### src/rtl/bcd_pkg.sv
// Shared types and constants for the BCD frame collection path.
package bcd_pkg;

  localparam int unsigned BCD_DIGIT_W = 4;

  typedef enum logic [1:0] {
    IDLE    = 2'd0,
    COLLECT = 2'd1,
    FULL    = 2'd2,
    ERR     = 2'd3
  } collector_state_t;

  // Smallest width w with 2^w > 10^digits - 1.
  function automatic int unsigned bin_width(input int unsigned digits);
    longint unsigned max_val;
    int unsigned     w;
    max_val = 1;
    for (int unsigned i = 0; i < digits; i++) begin
      max_val = max_val * 10;
    end
    max_val = max_val - 1;
    w = 1;
    while ((64'd1 << w) <= max_val) begin
      w++;
    end
    return w;
  endfunction

endpackage

### src/rtl/bcd_mac10.sv
// Combinational decimal multiply-accumulate: acc*10 + digit, built from shifts.
module bcd_mac10
  import bcd_pkg::*;
#(
  parameter int unsigned BIN_W = 14
) (
  input  logic [BIN_W-1:0]       acc,
  input  logic [BCD_DIGIT_W-1:0] digit,
  output logic [BIN_W-1:0]       result
);

  always_comb begin
    result = (acc << 3) + (acc << 1) + BIN_W'(digit);
  end

endmodule

### src/rtl/bcd_frame_collector.sv
// Assembles DIGITS converted BCD digits into a packed frame plus binary value,
// holding it for a ready/ack consumer and flagging frames hit by invalid codes.
module bcd_frame_collector
  import bcd_pkg::*;
#(
  parameter int unsigned DIGITS = 4,
  parameter int unsigned BIN_W  = 14
) (
  input  logic                          clk,
  input  logic                          rst_n,
  input  logic                          in_strobe,
  input  logic                          in_valid,
  input  logic [BCD_DIGIT_W-1:0]        in_digit,
  input  logic                          frame_ack,
  output logic                          out_ready,
  output logic                          out_err,
  output logic [BCD_DIGIT_W*DIGITS-1:0] out_bcd,
  output logic [BIN_W-1:0]              out_bin,
  output logic [3:0]                    digit_cnt
);

  localparam int unsigned BCD_W     = BCD_DIGIT_W * DIGITS;
  localparam logic [3:0]  DIGITS_C  = 4'(DIGITS);

  collector_state_t   state_q;
  logic [BCD_W-1:0]   bcd_q;
  logic [BIN_W-1:0]   bin_q;
  logic [3:0]         cnt_q;
  logic               ready_q;
  logic               err_q;

  logic               open_w;
  logic               restart_w;
  logic [BCD_W-1:0]   base_bcd_d;
  logic [BIN_W-1:0]   base_bin_d;
  logic [3:0]         base_cnt_d;
  logic [BCD_W-1:0]   bcd_d;
  logic [BIN_W-1:0]   bin_d;
  logic [3:0]         cnt_d;

  // An ack in FULL/ERR clears the frame in the same cycle a new digit may land,
  // so the accumulate path works from the cleared base rather than the held value.
  always_comb begin
    open_w     = (state_q == IDLE) || (state_q == COLLECT);
    restart_w  = ((state_q == FULL) || (state_q == ERR)) && frame_ack;
    base_bcd_d = restart_w ? '0 : bcd_q;
    base_bin_d = restart_w ? '0 : bin_q;
    base_cnt_d = restart_w ? '0 : cnt_q;
    bcd_d      = (base_bcd_d << BCD_DIGIT_W) | BCD_W'(in_digit);
    cnt_d      = base_cnt_d + 4'd1;
  end

  bcd_mac10 #(
    .BIN_W (BIN_W)
  ) u_mac10 (
    .acc    (base_bin_d),
    .digit  (in_digit),
    .result (bin_d)
  );

  always_ff @(posedge clk or negedge rst_n) begin
    if (!rst_n) begin
      state_q <= IDLE;
      bcd_q   <= '0;
      bin_q   <= '0;
      cnt_q   <= '0;
      ready_q <= 1'b0;
      err_q   <= 1'b0;
    end else if (open_w || restart_w) begin
      bcd_q   <= base_bcd_d;
      bin_q   <= base_bin_d;
      cnt_q   <= base_cnt_d;
      ready_q <= 1'b0;
      err_q   <= 1'b0;
      state_q <= restart_w ? IDLE : state_q;
      if (in_strobe && in_valid) begin
        bcd_q <= bcd_d;
        bin_q <= bin_d;
        cnt_q <= cnt_d;
        if (cnt_d == DIGITS_C) begin
          state_q <= FULL;
          ready_q <= 1'b1;
        end else begin
          state_q <= COLLECT;
        end
      end else if (in_strobe) begin
        state_q <= ERR;
        err_q   <= 1'b1;
      end
    end
  end

  always_comb begin
    out_ready = ready_q;
    out_err   = err_q;
    out_bcd   = bcd_q;
    out_bin   = bin_q;
    digit_cnt = cnt_q;
  end

endmodule

### config.mk
export PLATFORM = sky130hd
export DESIGN_NAME = bcd_frame_collector
export DESIGN_NICKNAME = d
export VERILOG_FILES = /design/src/rtl/bcd_pkg.sv /design/src/rtl/bcd_mac10.sv /design/src/rtl/bcd_frame_collector.sv
export SDC_FILE = /design/constraint.sdc
export NUM_CORES = 1
export LEC_CHECK = 0
export CAP_MARGIN = 25
export CORE_ASPECT_RATIO = 0.9
export CORE_MARGIN = 4
export CORE_UTILIZATION = 52
export CTS_CLUSTER_DIAMETER = 30
export CTS_CLUSTER_SIZE = 40
export DETAILED_ROUTE_END_ITERATION = 12
export MAX_ROUTING_LAYER = met4
export PLACE_DENSITY = 0.8
export REMOVE_ABC_BUFFERS = 1
export SKIP_CTS_REPAIR_TIMING = 1
export SLEW_MARGIN = 0
export SYNTH_ARGS = -nofsm -noshare
export SYNTH_HDL_FRONTEND = slang
export SYNTH_SLANG_ARGS = --single-unit
### constraint.sdc
create_clock -name clk -period 3.57 [get_ports clk]
set_input_delay 0.5355 -clock clk [delete_from_list [all_inputs] [get_ports clk]]
set_output_delay 0.5355 -clock clk [all_outputs]
set_load 0.05 [all_outputs]
==> results.yml, run 1 <==
run_status:
  outcome: "completed"
timing:
  layout_min_cycle_time_ns: 3.170
  holdWs_ns: 0.3340
  maxSlewViolCount: 0
  finClkSkew_ns: 0.006403
  worstMarginPinSlew_ns: 0.8958
  max_clock_freq_ghz: 0.3154
  timing.final.crit_share_pct: 88.80
  rsz0062_at_grt: "no"
  fin_setup_tns_ns: 0
  final-hold-violation-count: 0
  max-slew-margin-rel_pct: 40.22
  setup_viol: 0
  layout_setup_ws_ns: 0.3997
drt:
  drc: 0
  wl_um: 5245
  wl_per_cell_um: 15.34
  vias_per_cell: 5.693
  drtPass1Iterations: 4
  vias: 1947
  drtIter0Drc: 136
  postRouteAntennaNets: 0
clocking:
  clockBufferDepth: 2
  clk_pin_slew_ns: 0.08
  clock_latency_ns: 0.29
  htree_levels: 2
  cts_sinks: 37
  clock-root-buffer: "clkbuf_8"
  numCtsBuffers: 5
  cts_tree: "built"
synthesis:
  synth_top_family_by_area: "compound AO/OA/AOI/OAI gates"
  synth-seq-cells: 37
  synth_adder_area_share_pct: 14.55
  synth_cells: 246
  synth_area_um2: 2253
  synth_edf_count: 0
  netlist_top_cells_area: "dfrtp_1 41%, ha_1 13%, nand2_1 8.3%"
  synth_top_area_share_pct: 41.09
  synth_xor_area_share_pct: 3.887
  synth_top_area_cell: "dfrtp_1"
  synth_compound_area_share_pct: 18.49
  ys.flop_type: "dfrtp_1"
  seq_area_frac_synth_pct: 41.09
  ys_async_sr_fraction_pct: 100.0
  synthSimpleGateAreaFrac_pct: 18.27
  synth_mux_area_share_pct: 0.4442
  avgSynthCellArea_um2: 9.160
  yosysWarnings: 0
  synth_cell_types: 36
worst_hold_path:
  hp-class: "in2async"
place:
  dp.cells: 334
  place_ws_ns: 0.09814
  hpwl_um: 3875
  gp_congestion: 0.8738
  numPortBuffers: 44
  placed_area_um2: 2743
pwr:
  peakVddDrop_mv: 0.4580
  total_power_mw: 2.075
  p_leak_nw: 1.339
  p_per_area_nw_per_um2: 724.7
global_routing:
  grt_pass1_vias: 1937
  grt_max_degree: 38
  antenna_found_initial: 0
  grt_pass1_wl_um: 8956
  grt.overflow.total: 0
  grt_usage_pct: 20.90
worst_setup_path:
  crit_path_max_fanout: 22
  cp.buffers_inverters: 2
  critical_path.slowest_cell: "clkdlybuf4s50_1"
  cp-end-kind: "register"
  crit_type: "in2reg"
  startpoint_type: "input port"
  cp_data_required_time_ns: 3.76
  crit_path_frequent_cell: "ha_1"
  cpPeakStageDelay_ns: 0.50
  path_cells: "clkdlybuf4s50_1 -> nand2_1 -> buf_4 -> and2_1 -> ha_1 -> ha_1 -> nand4_1 -> a211o_1 -> and4_1 -> o32ai_1"
  crit_family: "buffers and inverters"
  ff2ff_path_depth: 10
  critical_path_depth: 10
  arrival_ns: 3.36
floorplan:
  coreArea_um2: 4129
  die_w_um: 77.39
  ios: 45
  die_h_um: 70.45
  rows: 22
  dieArea_um2: 5452
  start_util_pct: 54.58
final_layout:
  mostFrequentLayoutCells: "50 x nand2_1, 43 x clkdlybuf4s50_1, 37 x dfrtp_1, 29 x o21ai_0, 23 x ha_1"
  layout_commonest_cell: "nand2_1"
  design_area_um2: 2863
  drive_gt1_share_pct: 5.102
  diodes: 0
  syn_to_final_growth_pct: 27.04
  fin_util_pct: 69.33
  instances_no_fill: 342
  final_nets: 327
job:
  maxCapViolCount: 0
==> cells in the mapped netlist, drive strengths merged (2+ instances only) <==
master  count
and4        2
fa          2
nor2        6
nand3       3
a21oi      13
clkbuf      5
and2       13
nand2b      2
a21o        4
buf         2
a22o        8
inv        12
a211oi      3
xor2        7
xnor2       3
nand2      50
o21ai      30
ha         23
nand4       4
dfrtp      37
or3         4
o211ai      2
a31oi       2
==> layout make-up <==
class	instances	area (um2)
clock inverters	2	37.54
inverters	12	45.04
repair buffers	47	457.9
flip-flops and latches	37	925.9
multi-input cells	190	1254
well taps	48	60.06
fillers	330	1266
clock buffers	6	82.58
==> worst paths after layout <==
check	from	end	slack [ns]
max	frame_ack	out_bin[11]	0.40
min	rst_n	out_bin[8]	0.33
max reg2reg	state_q[1]	out_bin[12]	0.66
min reg2reg	out_ready	out_ready	0.48
max in group asynchronous	rst_n	out_bcd[1]	2.71
min in group clk	out_ready	out_ready	0.48
==> report_power, final <==
part | internal (mW) | switching, mW
Sequential | 0.509 | 0.0759
Combinational | 0.398 | 0.708
Clock | 0.227 | 0.157
Total | 1.13 | 0.941
==> state kept, by name, summed over array words and instances (netlist names) <==
signal and cells:
out_bcd 16, out_bin 14, digit_cnt 4, out_ready 1
state_q 1, out_err 1
==> logic make-up (layout without fill, tap and decap cells) <==
logic type,Yosys count,count (layout)
xor gates and xnor gates,10,10
DFF,37,37
muxes,1,1
adders and majority gates,25,25
buffers and inverters,19,67
and+or+nand+nor,87,87
AOI/OAI and AO/OA,67,67
==> worst register-to-register path, stage by stage (launching register included) <==
cell	delay, ns
dfrtp_1	0.44
nand2_1	0.19
nand2_1	0.13
fa_1	0.52
inv_1	0.07
fa_1	0.47
a211oi_1	0.37
o211ai_1	0.15
a21oi_1	0.19
xor2_1	0.17
o21ai_0	0.08
==> metal layers <==
layer,track usage (%),vias to the layer above,share of wire (%)
met2,32.21,76,45
li1,-,955,-
met5,-,-,0
met3,4.768,11,5.8
met4,6.126,0,1.3
met1,27.60,905,48
Power figures use the tool's default switching activity.
==> run 2, diff against run 1 <==
--- a/config.mk
+++ b/config.mk
@@ -12,6 +12,7 @@
 export CTS_CLUSTER_DIAMETER = 30
 export CTS_CLUSTER_SIZE = 40
 export DETAILED_ROUTE_END_ITERATION = 12
+export GPL_TIMING_DRIVEN = 0
 export MAX_ROUTING_LAYER = met4
 export PLACE_DENSITY = 0.8
 export REMOVE_ABC_BUFFERS = 1
==> run 2 against run 1 <==
Combinational power is essentially flat; sequential cell count is the same; sequential share of layout area grew 0.27 points; first-iteration DRC count grew 24%; wire length shrank 4.4%; largest cell class unchanged; register-to-register slack lost 0.08 ns; critical path depth grew 1; die area is the same; clock skew shrank 0.0032 ns; final area shrank 0.83%; power shrank 3.9%; critical endpoint is now out_bin[10]; hold slack lost 0.00077 ns.
==> results.yml, run 2 (synthesis gave the netlist of run 1 again) <==
final_layout:
  diodes: 0
  syn_to_final_growth_pct: 25.99
  final_nets: 325
  drive_gt1_share_pct: 4.811
  mostFrequentLayoutCells: "49 x nand2_1, 43 x clkdlybuf4s50_1, 37 x dfrtp_1, 29 x o21ai_0, 23 x ha_1"
  largest_reg_flops: 16
  layout_commonest_cell: "nand2_1"
  fin_util_pct: 68.76
  num-fill-cells: 321
pwr:
  p_leak_nw: 1.319
  peakVddDrop_mv: 0.5461
  p_per_area_nw_per_um2: 702.0
worst_setup_path:
  rrSetupSlack_ns: 0.58
  cp-endpoint: "out_bin[10]"
  crit_path_frequent_cell: "ha_1"
  crit_family: "adder cells"
  startpoint_type: "input port"
  cp.buffers_inverters: 1
  cp-end-kind: "register"
  crit_type: "in2reg"
  reg2reg_from: "state_q[1]"
  ff2ff_path_depth: 10
  cp_data_required_time_ns: 3.72
  crit_path_max_fanout: 27
  cpPeakStageDelay_ns: 0.64
  path_cells: "clkdlybuf4s50_1 -> nand2_8 -> and2_1 -> ha_1 -> ha_1 -> fa_1 -> a211oi_2 -> o211ai_1 -> a31oi_1 -> xor2_1 -> o21ai_0"
  reg2reg_to: "out_bin[10]"
  arrival_ns: 3.48
  critical_path.slowest_cell: "clkdlybuf4s50_1"
  critical_path_depth: 11
  critPathLaunch: "frame_ack"
clocking:
  clk_pin_slew_ns: 0.07
  numCtsBuffers: 5
  clockBufferDepth: 2
  clock-root-buffer: "clkbuf_8"
  cts_sinks: 37
  cts_tree: "built"
  htree_levels: 2
  clock_latency_ns: 0.28
timing:
  max-slew-margin-rel_pct: 38.54
  finClkSkew_ns: 0.003249
  worstMarginPinSlew_ns: 0.9186
  setup_viol: 0
  maxSlewViolCount: 0
  max_clock_freq_ghz: 0.3002
  final-hold-violation-count: 0
  timing.final.crit_share_pct: 93.31
  layout_min_cycle_time_ns: 3.331
  rsz0062_at_grt: "no"
  layout_setup_ws_ns: 0.2388
floorplan:
  rows: 22
  dieArea_um2: 5452
  start_util_pct: 54.58
  ios: 45
  die_h_um: 70.45
  coreArea_um2: 4129
  die_w_um: 77.39
drt:
  wl_per_cell_um: 14.80
  drtPass1Iterations: 4
  vias_per_cell: 5.625
  wl_um: 5016
  postRouteAntennaNets: 0
  drtIter0Drc: 168
  drc: 0
  vias: 1907
place:
  numPortBuffers: 44
  place_ws_ns: -0.6127
  gp_congestion: 0.8355
  hpwl_um: 3716
global_routing:
  grt_max_degree: 38
  grt.overflow.total: 0
  grt_pass1_wl_um: 8590
  grt_pass1_vias: 1919
  antenna_found_initial: 0
  grt_usage_pct: 19.80
job:
  maxCapViolCount: 0
worst_hold_path:
  hp-class: "in2async"
run_status:
  outcome: "completed"
run 2: cell type report:
type / count / area [um2] / share of cell area [%]
Multi-Input combinational cell: 190 / 1275 / 44.91
Sequential cell: 37 / 925.9 / 32.61
Timing Repair Buffer: 45 / 442.9 / 15.60
Clock buffer: 6 / 82.58 / 2.909
Tap cell: 48 / 60.06 / 2.115
Inverter: 12 / 45.04 / 1.587
Clock inverter: 1 / 7.507 / 0.2644
run 2: report_power, final:
part	switching (mW)	internal [mW]	leakage [nW]
registers	0.0765	0.509	0.492
clock network	0.142	0.153	0.0433
logic	0.713	0.400	0.783
run 2: worst min path at each step:
stage	endpoint	slack (ns)	startpoint
4_1_cts	out_bin[10]	0.37	rst_n
2_1_floorplan	digit_cnt[0]	0.24	rst_n
6_report	out_bin[10]	0.33	rst_n
3_5_place_dp	out_err	0.46	out_err
3_3_place_gp	out_err	0.45	out_err
5_1_grt	out_bin[11]	0.41	rst_n
run 2: through the flow:
stage          instance area [um2]  power (mW)  setup TNS, ns  instances  hold WS [ns]
2_1_floorplan                 2225       1.359              0        239        0.2399
3_3_place_gp                  2725       1.657         -2.752        331        0.4540
3_5_place_dp                  2728       1.687         -3.169        332        0.4597
4_1_cts                       2818       1.992         -1.154        339        0.3671
5_1_grt                       2839       2.130              0        339        0.4072
6_report                      2839       1.993              0        339        0.3332
run 2: per-layer routing:
metal / global-route usage (%) / up-vias / part of all wire (%)
met4: 4.348 / 0 / 0.80
li1: - / 955 / -
met1: 26.39 / 885 / 50
met2: 31.64 / 60 / 45
met5: - / - / 0
met3: 3.608 / 7 / 4.4
run 2: worst register-to-register path, stage by stage, from the launching register on:
cell      delay (ns)
dfrtp_1         0.49
nand2_8         0.22
nand2_1         0.13
fa_1            0.52
inv_1           0.07
fa_1            0.50
a211oi_2        0.30
o211ai_1        0.13
a31oi_1         0.23
xor2_1          0.19
o21ai_0         0.09
==> run 3, diff against run 2 <==
--- a/config.mk
+++ b/config.mk
@@ -8,13 +8,12 @@
 export CAP_MARGIN = 25
 export CORE_ASPECT_RATIO = 0.9
 export CORE_MARGIN = 4
-export CORE_UTILIZATION = 52
+export CORE_UTILIZATION = 30
 export CTS_CLUSTER_DIAMETER = 30
 export CTS_CLUSTER_SIZE = 40
 export DETAILED_ROUTE_END_ITERATION = 12
 export GPL_TIMING_DRIVEN = 0
 export MAX_ROUTING_LAYER = met4
-export PLACE_DENSITY = 0.8
 export REMOVE_ABC_BUFFERS = 1
 export SKIP_CTS_REPAIR_TIMING = 1
 export SLEW_MARGIN = 0
==> run 3 against run 2 <==
Combinational power about the same; hold slack better by 0.012 ns; worst setup slack worse by 0.012 ns; non-clock buffer count did not move; first-iteration DRC count decreased by 18%; count of clock-buffer cells in the layout did not move; register-to-register slack got worse by 0.04 ns; final area rose by 2.0%; via count increased by 1.5%; sequential power about the same; clock power up 6%; final cell count is 13% higher.
==> results.yml, run 3 (synthesis gave the netlist of run 1 again) <==
timing:
  rsz0062_at_grt: "no"
  final-hold-violation-count: 0
  setup_viol: 0
  layout_min_cycle_time_ns: 3.343
  fin_setup_tns_ns: 0
  timing.final.crit_share_pct: 93.64
  worstMarginPinSlew_ns: 0.9611
  maxSlewViolCount: 0
  finClkSkew_ns: 0.003465
  max-slew-margin-rel_pct: 35.69
  max_clock_freq_ghz: 0.2991
  holdWs_ns: 0.3454
  layout_setup_ws_ns: 0.2269
global_routing:
  grt_pass1_vias: 1951
  grt_max_degree: 38
  grt_pass1_wl_um: 9453
  grt.overflow.total: 0
  antenna_found_initial: 0
  grt_usage_pct: 13.18
worst_setup_path:
  rrSetupSlack_ns: 0.54
  crit_path_max_fanout: 27
  reg2reg_from: "state_q[1]"
  arrival_ns: 3.51
  crit_path_frequent_cell: "ha_1"
  cp_data_required_time_ns: 3.73
  critical_path.slowest_cell: "clkdlybuf4s50_1"
  ff2ff_path_depth: 10
  crit_type: "in2reg"
  crit_family: "adder cells"
  reg2reg_to: "out_bin[10]"
  cp-end-kind: "register"
  cp.buffers_inverters: 1
  startpoint_type: "input port"
  path_cells: "clkdlybuf4s50_1 -> nand2_8 -> and2_1 -> ha_1 -> ha_1 -> fa_1 -> a211oi_2 -> o211ai_1 -> a31oi_1 -> xor2_1 -> o21ai_0"
  cpPeakStageDelay_ns: 0.63
drt:
  drtPass1Iterations: 4
  postRouteAntennaNets: 0
  dr_wl_met2_um: 2413
  routed.top_layer: "met4"
  wl_um: 5516
  drt-met1-wl_um: 2699
  drtIter0Drc: 138
  wl_met3_um: 335
  drc: 0
  wl_per_cell_um: 14.36
  vias_per_cell: 5.042
  vias: 1936
final_layout:
  layout_commonest_cell: "nand2_1"
  register_area_um2: 925.9
  instances_no_fill: 384
  multi_input_area_um2: 1275
  design_area_um2: 2895
  syn_to_final_growth_pct: 28.48
  diodes: 0
  num-fill-cells: 716
  final_nets: 325
  mostFrequentLayoutCells: "49 x nand2_1, 43 x clkdlybuf4s50_1, 37 x dfrtp_1, 29 x o21ai_0, 23 x ha_1"
  drive_gt1_share_pct: 4.811
  largest_reg_flops: 16
  fin_util_pct: 40.30
floorplan:
  dieArea_um2: 8964
  die_w_um: 99.36
  ios: 45
  die_h_um: 90.22
  coreArea_um2: 7184
  start_util_pct: 31.37
  rows: 29
clocking:
  clock-root-buffer: "clkbuf_8"
  clock_latency_ns: 0.29
  clockBufferDepth: 2
  clk_pin_slew_ns: 0.07
  htree_levels: 2
  cts_sinks: 37
  numCtsBuffers: 5
  cts_tree: "built"
place:
  place_ws_ns: -0.6992
  placed_area_um2: 2784
  hpwl_um: 3967
  dp.cells: 377
  numPortBuffers: 44
  gp_congestion: 0.8434
job:
  maxCapViolCount: 0
worst_hold_path:
  hp-class: "in2async"
run_status:
  outcome: "completed"
pwr:
  peakVddDrop_mv: 0.3719
  total_power_mw: 2.001
  p_per_area_nw_per_um2: 691.2
  p_leak_nw: 1.319
==> run 3: worst max path at each step <==
| stage | from | endpoint | slack, ns | cells past startpoint |
|---|---|---|---|---|
| final | frame_ack | out_bin[10] | 0.23 | 11 |
| after global routing | frame_ack | out_bin[11] | 0.04 | 11 |
| after CTS | frame_ack | out_bin[10] | -0.38 | 11 |
| after detailed placement | frame_ack | out_bin[10] | -0.70 | 11 |
| after global placement | frame_ack | out_bin[10] | -0.66 | 11 |
| after floorplan | frame_ack | out_bin[10] | 0.45 | 10 |
==> run 3: final cells by class <==
cell class	instances	area share (%)
tap	93	4.019
multi-input combinational	190	44.04
sequential	37	31.98
clock inverter	1	0.2593
clock buffer	6	2.852
inverter	12	1.556
timing repair buffer	45	15.30
==> run 3: layer usage <==
layer | vias to the layer above | track usage, %
met1 | 920 | 18.63
met3 | 8 | 3.560
met4 | 0 | 3.413
li1 | 954 | -
met5 | - | -
met2 | 54 | 18.62
==> run 3: power by group <==
part           total [mW]  switching, mW  internal (mW)  leakage (nW)
registers           0.585         0.0767          0.509         0.492
logic                1.10          0.705          0.397         0.783
clock network       0.313          0.160          0.153        0.0433
==> run 3: worst register-to-register path, delay by kind of cell (launching register included) <==
family	cells	cell delay (ns)
compound gates	4	0.78
flops	1	0.50
simple gates	2	0.36
buf+inv	1	0.07
xor+xnor	1	0.18
fa+ha+maj	2	1.01
